`src/rtl/brg_xcel_csr_slave.sv`:
```
// CSR slave front end for a BRG accelerator tile: argument bank, go/busy/done FSM, 1-cycle responses.
// Optional BRG_XCEL_CSR_RD_CLEAR_EN: STATUS loads clear done/err after returning them.
module brg_xcel_csr_slave #(
    parameter int unsigned addr_width_p = 32,
    parameter int unsigned data_width_p = 32,
    parameter int unsigned num_csr_p    = 8
) (
    input  logic                                   clk_i,
    input  logic                                   reset_n_i,
    input  logic                                   in_v_i,
    input  logic [addr_width_p-1:0]                in_addr_i,
    input  logic [data_width_p-1:0]                in_data_i,
    input  logic [data_width_p/8-1:0]              in_mask_i,
    input  logic                                   in_we_i,
    output logic                                   in_yumi_o,
    output logic                                   returning_v_o,
    output logic [data_width_p-1:0]                returning_data_o,
    output logic                                   xcel_go_o,
    output logic                                   xcel_busy_o,
    input  logic                                   xcel_done_i,
    input  logic [data_width_p-1:0]                xcel_result_i,
    output logic [(num_csr_p-3)*data_width_p-1:0]  args_o
);

    localparam int unsigned lg_csr_lp  = $clog2(num_csr_p);
    localparam int unsigned num_arg_lp = num_csr_p - 3;
    localparam int unsigned num_byte_lp = data_width_p / 8;

    typedef enum logic [0:0] {StIdle, StBusy} state_e;

    state_e                  state_q, state_d;
    logic                    go_q, go_d;
    logic                    done_q, done_d;
    logic                    err_q, err_d;
    logic [data_width_p-1:0] result_q, result_d;
    logic [data_width_p-1:0] args_q [num_arg_lp];
    logic [data_width_p-1:0] args_d [num_arg_lp];
    logic                    resp_v_q;
    logic [data_width_p-1:0] resp_data_q, rd_data;

    logic [lg_csr_lp-1:0] idx;
    logic in_range, accept, is_load, is_store;
    logic sel_cmd, sel_status, sel_result, sel_arg;
    logic done_clr, err_clr;

    assign in_yumi_o  = in_v_i & reset_n_i;
    assign accept     = in_yumi_o;
    assign idx        = in_addr_i[lg_csr_lp-1:0];
    assign in_range   = ~|in_addr_i[addr_width_p-1:lg_csr_lp];
    assign is_load    = accept & ~in_we_i & in_range;
    assign is_store   = accept & in_we_i & in_range;
    assign sel_cmd    = (idx == lg_csr_lp'(0));
    assign sel_status = (idx == lg_csr_lp'(1));
    assign sel_result = (idx == lg_csr_lp'(2));
    assign sel_arg    = (idx >= lg_csr_lp'(3));

    // Read mux always sees pre-update state.
    always_comb begin
        rd_data = '0;
        if (is_load) begin
            if (sel_cmd) begin
                rd_data[0] = (state_q == StBusy);
            end else if (sel_status) begin
                rd_data[2:0] = {err_q, done_q, state_q == StBusy};
            end else if (sel_result) begin
                rd_data = result_q;
            end else begin
                for (int k = 3; k < int'(num_csr_p); k++) begin
                    if (idx == lg_csr_lp'(k)) rd_data = args_q[k-3];
                end
            end
        end
    end

    always_comb begin
        state_d  = state_q;
        go_d     = 1'b0;
        done_d   = done_q;
        err_d    = err_q;
        result_d = result_q;
        args_d   = args_q;
        done_clr = 1'b0;
        err_clr  = 1'b0;

        if (is_store && sel_status && in_mask_i[0]) begin
            done_clr = in_data_i[1];
            err_clr  = in_data_i[2];
        end
`ifdef BRG_XCEL_CSR_RD_CLEAR_EN
        if (is_load && sel_status) begin
            done_clr = 1'b1;
            err_clr  = 1'b1;
        end
`endif
        if (done_clr) done_d = 1'b0;
        if (err_clr)  err_d  = 1'b0;

        // Sets are applied after clears so a same-cycle set wins.
        unique case (state_q)
            StIdle: begin
                if (is_store && sel_cmd && |in_mask_i) begin
                    state_d = StBusy;
                    go_d    = 1'b1;
                end
            end
            StBusy: begin
                if (xcel_done_i) begin
                    state_d  = StIdle;
                    result_d = xcel_result_i;
                    done_d   = 1'b1;
                end
                if (is_store && (sel_cmd || sel_arg)) err_d = 1'b1;
            end
            default: state_d = StIdle;
        endcase

        if (is_store && sel_arg && state_q == StIdle) begin
            for (int k = 3; k < int'(num_csr_p); k++) begin
                if (idx == lg_csr_lp'(k)) begin
                    for (int b = 0; b < int'(num_byte_lp); b++) begin
                        if (in_mask_i[b]) args_d[k-3][8*b +: 8] = in_data_i[8*b +: 8];
                    end
                end
            end
        end
    end

    always_ff @(posedge clk_i or negedge reset_n_i) begin
        if (!reset_n_i) begin
            state_q     <= StIdle;
            go_q        <= 1'b0;
            done_q      <= 1'b0;
            err_q       <= 1'b0;
            result_q    <= '0;
            args_q      <= '{default: '0};
            resp_v_q    <= 1'b0;
            resp_data_q <= '0;
        end else begin
            state_q     <= state_d;
            go_q        <= go_d;
            done_q      <= done_d;
            err_q       <= err_d;
            result_q    <= result_d;
            args_q      <= args_d;
            resp_v_q    <= accept;
            resp_data_q <= rd_data;
        end
    end

    assign returning_v_o    = resp_v_q;
    assign returning_data_o = resp_data_q;
    assign xcel_go_o        = go_q;
    assign xcel_busy_o      = (state_q == StBusy);

    for (genvar k = 0; k < int'(num_arg_lp); k++) begin : g_args
        assign args_o[k*data_width_p +: data_width_p] = args_q[k];
    end

endmodule

```
`config.mk`:
```
export PLATFORM = sky130hd
export DESIGN_NAME = brg_xcel_csr_slave
export DESIGN_NICKNAME = d
export VERILOG_FILES = /design/src/rtl/brg_xcel_csr_slave.sv
export SDC_FILE = /design/constraint.sdc
export NUM_CORES = 1
export LEC_CHECK = 0
export BUFFER_PORTS_ARGS = -buffer_cell sky130_fd_sc_hd__buf_2
export CELL_PAD_IN_SITES_DETAIL_PLACEMENT = 1
export CELL_PAD_IN_SITES_GLOBAL_PLACEMENT = 2
export CORE_AREA = 2 2 173 175
export DETAILED_ROUTE_END_ITERATION = 6
export DIE_AREA = 0 0 175 177
export PLACE_DENSITY_LB_ADDON = 0.1
export SYNTH_ARGS = -nofsm -noshare
export SYNTH_HDL_FRONTEND = slang
export SYNTH_SLANG_ARGS = --single-unit
```
`constraint.sdc`:
```
create_clock -name clk_i -period 4 [get_ports clk_i]
set_input_delay 0.2 -clock clk_i [delete_from_list [all_inputs] [get_ports clk_i]]
set_output_delay 0.2 -clock clk_i [all_outputs]
set_load 0.02 [all_outputs]
```
==> results of run 1 <==
[layout make-up]
type | instances | share of cell area (%)
repair buffers | 386 | 17.0
diodes | 1 | 0.0180
inverters | 24 | 0.649
well taps | 390 | 3.52
clock inverters | 11 | 0.442
flip-flops and latches | 229 | 41.3
multi-input cells | 512 | 31.0
clock buffers | 40 | 6.11
[state kept, by name, summed over array words and instances (netlist names)]
signal / flops
xcel_go_o: 1
err_q: 1
result_q: 32
returning_v_o: 1
done_q: 1
returning_data_o: 32
xcel_busy_o: 1
args_o: 160
[stage by stage]
| stage | utilization [%] | setup slack (ns) | hold slack (ns) |
|---|---|---|---|
| global route | 47.4 | 0.755 | 0.0760 |
| finish | 47.4 | 0.944 | 0.0779 |
| global placement | 42.0 | 1.03 | 0.0313 |
| floorplan | - | 1.89 | -0.0956 |
| detailed placement | 42.0 | 0.951 | 0.0325 |
| CTS | 47.4 | 0.909 | 0.0579 |
[final timing paths]
check | to | slack, ns | cells after the start
min reg2reg | done_q | 0.50 | 2
max in group asynchronous | args_o[102] | 1.94 | 4
min in group clk_i | xcel_go_o | 0.15 | 3
min | args_o[98] | 0.08 | 2
max reg2reg | args_o[72] | 1.52 | 4
max | returning_data_o[12] | 0.94 | 6
[cell families (layout without fill, tap and decap cells)]
kind of cell           after synthesis  in the layout
AO/OA/AOI/OAI                      147            147
buffers and inverters               72            461
flip-flops                         229            229
multiplexers                       204            204
other                                0              1
AND/OR/NAND/NOR                    161            161
[layer usage]
metal | global-route usage, % | vias up | wire length, um
met5 | 0 | - | 0
met4 | 4.58 | 0 | 547
met3 | 4.83 | 37 | 2130
met2 | 37.2 | 221 | 16700
met1 | 30.2 | 4259 | 15400
li1 | - | 3753 | -
[synthesized netlist by cell type, types with 2 or more instances]
cell / count / area, um^2
dfrtp_1: 229 / 5730
mux2_2: 201 / 2260
a21oi_1: 63 / 315
nor2_1: 53 / 199
clkbuf_1: 33 / 124
nor3_1: 32 / 160
inv_1: 24 / 90.1
a311oi_1: 20 / 175
o22ai_1: 20 / 125
nand2_1: 15 / 56.3
nor2b_1: 14 / 87.6
a22o_1: 10 / 87.6
a22oi_1: 9 / 67.6
nor4_1: 9 / 56.3
nor4_4: 9 / 191
o2bb2ai_1: 9 / 78.8
buf_1: 8 / 30.0
nand3_1: 7 / 35.0
nor3_2: 7 / 70.1
a211oi_1: 4 / 30.0
buf_4: 4 / 30.0
nor4_2: 4 / 50.1
buf_2: 3 / 15.0
o41ai_1: 3 / 26.3
a21o_1: 2 / 15.0
mux2i_1: 2 / 20.0
o21ai_0: 2 / 10.0
[worst reg2reg max path, stage by stage, from the launching register on]
cell and delay, ns:
dfrtp_1 0.46, nor2b_1 0.43, nand2_1 0.30, nor4_4 0.77, mux2_2 0.42
[power by group]
part           internal, W  total (W)  switching (W)  leakage, nW
Clock              0.00147    0.00246       0.000997        0.464
Sequential         0.00232    0.00232    0.000000100         3.20
Combinational     0.000131   0.000344       0.000213         3.65
Total              0.00391    0.00512        0.00121         7.31
==> results.cfg, run 1 <==
[drt]
ant_nets = 0
vias = 8270
drt_wl_total_um = 34800
drtIter0Drc = 378
routedWlPerCell_um = 21.9
drc_errors = 0
via_per_inst = 5.19
firstDrtPassIters = 4

[cts]
ctsHoldBuffers = 68
clk_latency_ns = 0.54
cts_tree = built
cts_setup_buffers = 0
cts_buffers = 28
h-tree-depth = 1
cts.sink_count = 229
cts_resized = 0
clockBufferDepth = 3
clk_pin_slew_worst_paths_ns = 0.06
clockRootBuffer = clkbuf_16

[pwr]
worst_ir_drop_vdd_v = 0.000257
p_per_area_nw_per_um2 = 369
power_w = 0.00512
p_leak_nw = 7.31

[final_layout]
final_cell_count_no_fill = 1593
final_area_um2 = 13900
regArea_um2 = 5730
layout_common_cells = buf_2, dfrtp_1, mux2_2, dlygate4sd3_1, a21oi_1
layout-drive-gt1-share_pct = 49.6
fillers = 3186
multi_input_area_um2 = 4300
final_common_cell = buf_2
fin_nets = 1286
syn_to_final_growth_pct = 34.8

[synthesis]
synthAdderAreaFrac_pct = 0
ys_ff_latch = 229
synthFlopType = dfrtp_1
synthArstFlopShare_pct = 100
synth_nets = 918
synth-edff-count = 0
synth_xor_area_share_pct = 0
synth_compound_area_share_pct = 9.49
synth-warning-count = 0
avgSynthCellArea_um2 = 12.7
synth_mux_area_share_pct = 22.4
synth_cells = 813
ys_types = 44
seq_area_frac_synth_pct = 55.7
netlist_area_um2 = 10300
yosys.area_share.simple_pct = 9.64
synth_top_family_by_area = multiplexers

[sta]
maxSlewHeadroom_pct = 33.2
period_share_pct = 76.4
tns_ns = 0
skew_ns = 0.00852
hold_violations = 0
slew_violations = 0
fmax_mhz = 327
worst_pin_slew_ns = 1.00
setup_viol = 0
grt_setup_unrepaired = no
fin_crit_ns = 3.06

[die]
die-height_um = 177
core_area_um2 = 29200
fp.dieW_um = 175
start_util_pct = 35.2
rows = 63
io_pins = 301
die-area_um2 = 31000

[placed_design]
routabilityCongestion = 0.749
placed_area_um2 = 12300
io_buffers = 300
dp_hpwl_um = 22700
placed_cells = 1473

[job]
cap_viol_max_count = 0

[worst_setup_path]
crit_path_start = reset_n_i
crit_chain = dlygate4sd3_1, buf_8, nor4bb_1, nand4_2, or4_2, nor3_1
crit_type = in2reg
critical-path-max-stage-delay_ns = 1.27
start_kind = primary input
cp_top_family = simple AND/OR/NAND/NOR gates
end_kind = flop
reg2reg_from = xcel_busy_o
required_ns = 4.44
worstPathMaxFanout = 29
critical_path_arrival_ns = 3.49
cp_num_buf_inv = 2
slowest_stage = or4_2

[grt]
grt-ovfl-total = 0
antenna_found_initial = 1
grt_pass1_wl_um = 53400
grt_max_degree = 154
grtUsageTotal_pct = 22.4
grt_pass1_vias = 8699

[min_path]
hold_class = in2async

[status]
status = completed
Power figures use the tool's default switching activity.
==> inputs of run 2 (changes only) <==
- CORE_AREA: 2 2 173 175 -> 2 2 178 180
- DIE_AREA: 0 0 175 177 -> 0 0 180 182
- clock period: 4 -> 2.9 ns (I/O delays scaled with it)
==> run 2 against run 1 <==
Net effect:
- sequential cell count is the same
- sequential share of layout area shrank 0.54 points
- sequential power increased by 38%
- cell area increased by 1.3%
- cell count increased by 2.0%
- combinational power grew 39%
- critical path type unchanged
- largest cell class unchanged
- largest power group unchanged
==> results.cfg, run 2 (synthesis results as in run 1) <==
[status]
status = completed

[sta]
worst_pin_slew_ns = 0.862
fmax_mhz = 438
period_share_pct = 78.7
fin_crit_ns = 2.28
hold_violations = 0
slew_violations = 0
setup_viol = 0
grt_setup_unrepaired = no
maxSlewHeadroom_pct = 42.5
tns_ns = 0
skew_ns = 0.0295

[worst_setup_path]
crit_path_start = reset_n_i
reg2reg_from = xcel_busy_o
crit_type = in2reg
slowest_stage = or4_2
required_ns = 3.32
critical_path_arrival_ns = 2.70
critical-path-max-stage-delay_ns = 0.72
end_kind = flop
regToRegSetupSlack_ns = 0.72
start_kind = primary input
crit_chain = dlygate4sd3_1, buf_8, nor4bb_1, nand4_2, or4_2, buf_4, nor3_1
worstPathMaxFanout = 20

[final_layout]
diodes = 0
multi_input_area_um2 = 4300
regArea_um2 = 5730
fin_nets = 1307
layout-drive-gt1-share_pct = 50.1
layout_common_cells = buf_2, dfrtp_1, mux2_2, dlygate4sd3_1, a21oi_1
final_common_cell = buf_2
final_cell_count_no_fill = 1625
fillers = 3364
syn_to_final_growth_pct = 36.5
largest_register_ff_count = 160

[placed_design]
routabilityCongestion = 0.744
placed_cells = 1506
dp_hpwl_um = 24000
io_buffers = 300

[grt]
grt_pass1_vias = 8768
use_met2_pct = 36.3
grt_pass1_wl_um = 54000
grtUsageMet1_pct = 27.5
top_usage_layer = met2
use_met3_pct = 4.51
grtUsageTotal_pct = 21.1
grt_max_degree = 113
antenna_found_initial = 0
grt-ovfl-total = 0

[job]
cap_viol_max_count = 0

[drt]
firstDrtPassIters = 4
ant_nets = 0
drc_errors = 0
drtIter0Drc = 277
vias = 8226
routedWlPerCell_um = 21.5
via_per_inst = 5.06
drt_wl_total_um = 34900

[cts]
cts_buffers = 28
clk_pin_slew_worst_paths_ns = 0.06
clk_latency_ns = 0.55
cts_resized = 0
cts.sink_count = 229
clockRootBuffer = clkbuf_16
h-tree-depth = 1
clockBufferDepth = 3
cts_tree = built

[die]
die-height_um = 182
fp.dieW_um = 180
die-area_um2 = 32800
start_util_pct = 33.2
io_pins = 301
core_area_um2 = 31000
rows = 65

[pwr]
worst_ir_drop_vdd_v = 0.000411
p_per_area_nw_per_um2 = 504
p_leak_nw = 7.41

[min_path]
holdCritStartpoint = in_mask_i[0]
hold_class = in2reg
==> run 2: routing by layer <==
layer	up-vias	routed length, um
li1	3777	-
met1	4201	15400
met2	208	17000
met3	40	1910
met4	0	632
met5	-	0
==> run 2: critical path, delay by kind of cell <==
kind	cells	cell delay (ns)
AND/OR/NAND/NOR	4	1.58
buffers and inverters	3	0.96
==> run 2: area by class of cell <==
type,count,area share [%]
Clock buffer,42,5.86
Clock inverter,9,0.605
Inverter,24,0.641
Multi-Input combinational cell,512,30.6
Sequential cell,229,40.8
Tap cell,402,3.58
Timing Repair Buffer,407,18.0
==> run 2: through the flow <==
stage | worst slack, ns | total power (W) | cell area [um^2] | hold WS, ns | utilization, %
after floorplan | 0.793 | 0.00342 | 10300 | -0.151 | -
after global placement | 0.698 | 0.00367 | 12500 | 0.377 | 40.2
after detailed placement | 0.686 | 0.00367 | 12500 | 0.381 | 40.2
after CTS | 0.638 | 0.00720 | 14100 | 0.0614 | 45.4
after global routing | 0.536 | 0.00736 | 14100 | 0.135 | 45.4
final | 0.619 | 0.00708 | 14100 | 0.0977 | 45.4
==> run 2: repair_timing <==
item | CTS | global route
hold buffers | 68 | 0
hold endpoints to repair | 258 | 0
buffers inserted | 0 | 0
==> run 2: final timing paths <==
check,depth (start not counted),endpoint
max in group asynchronous,4,args_o[142]
max reg2reg,5,args_o[83]
max,7,returning_data_o[21]
min in group asynchronous,3,xcel_busy_o
min,3,xcel_busy_o
min reg2reg,1,result_q[15]
==> run 2: power by group <==
group	total (W)	leakage, nW	switching [W]	internal (W)
logic	0.000479	3.76	0.000293	0.000185
clock network	0.00341	0.452	0.00137	0.00204
registers	0.00320	3.20	0.000000157	0.00320
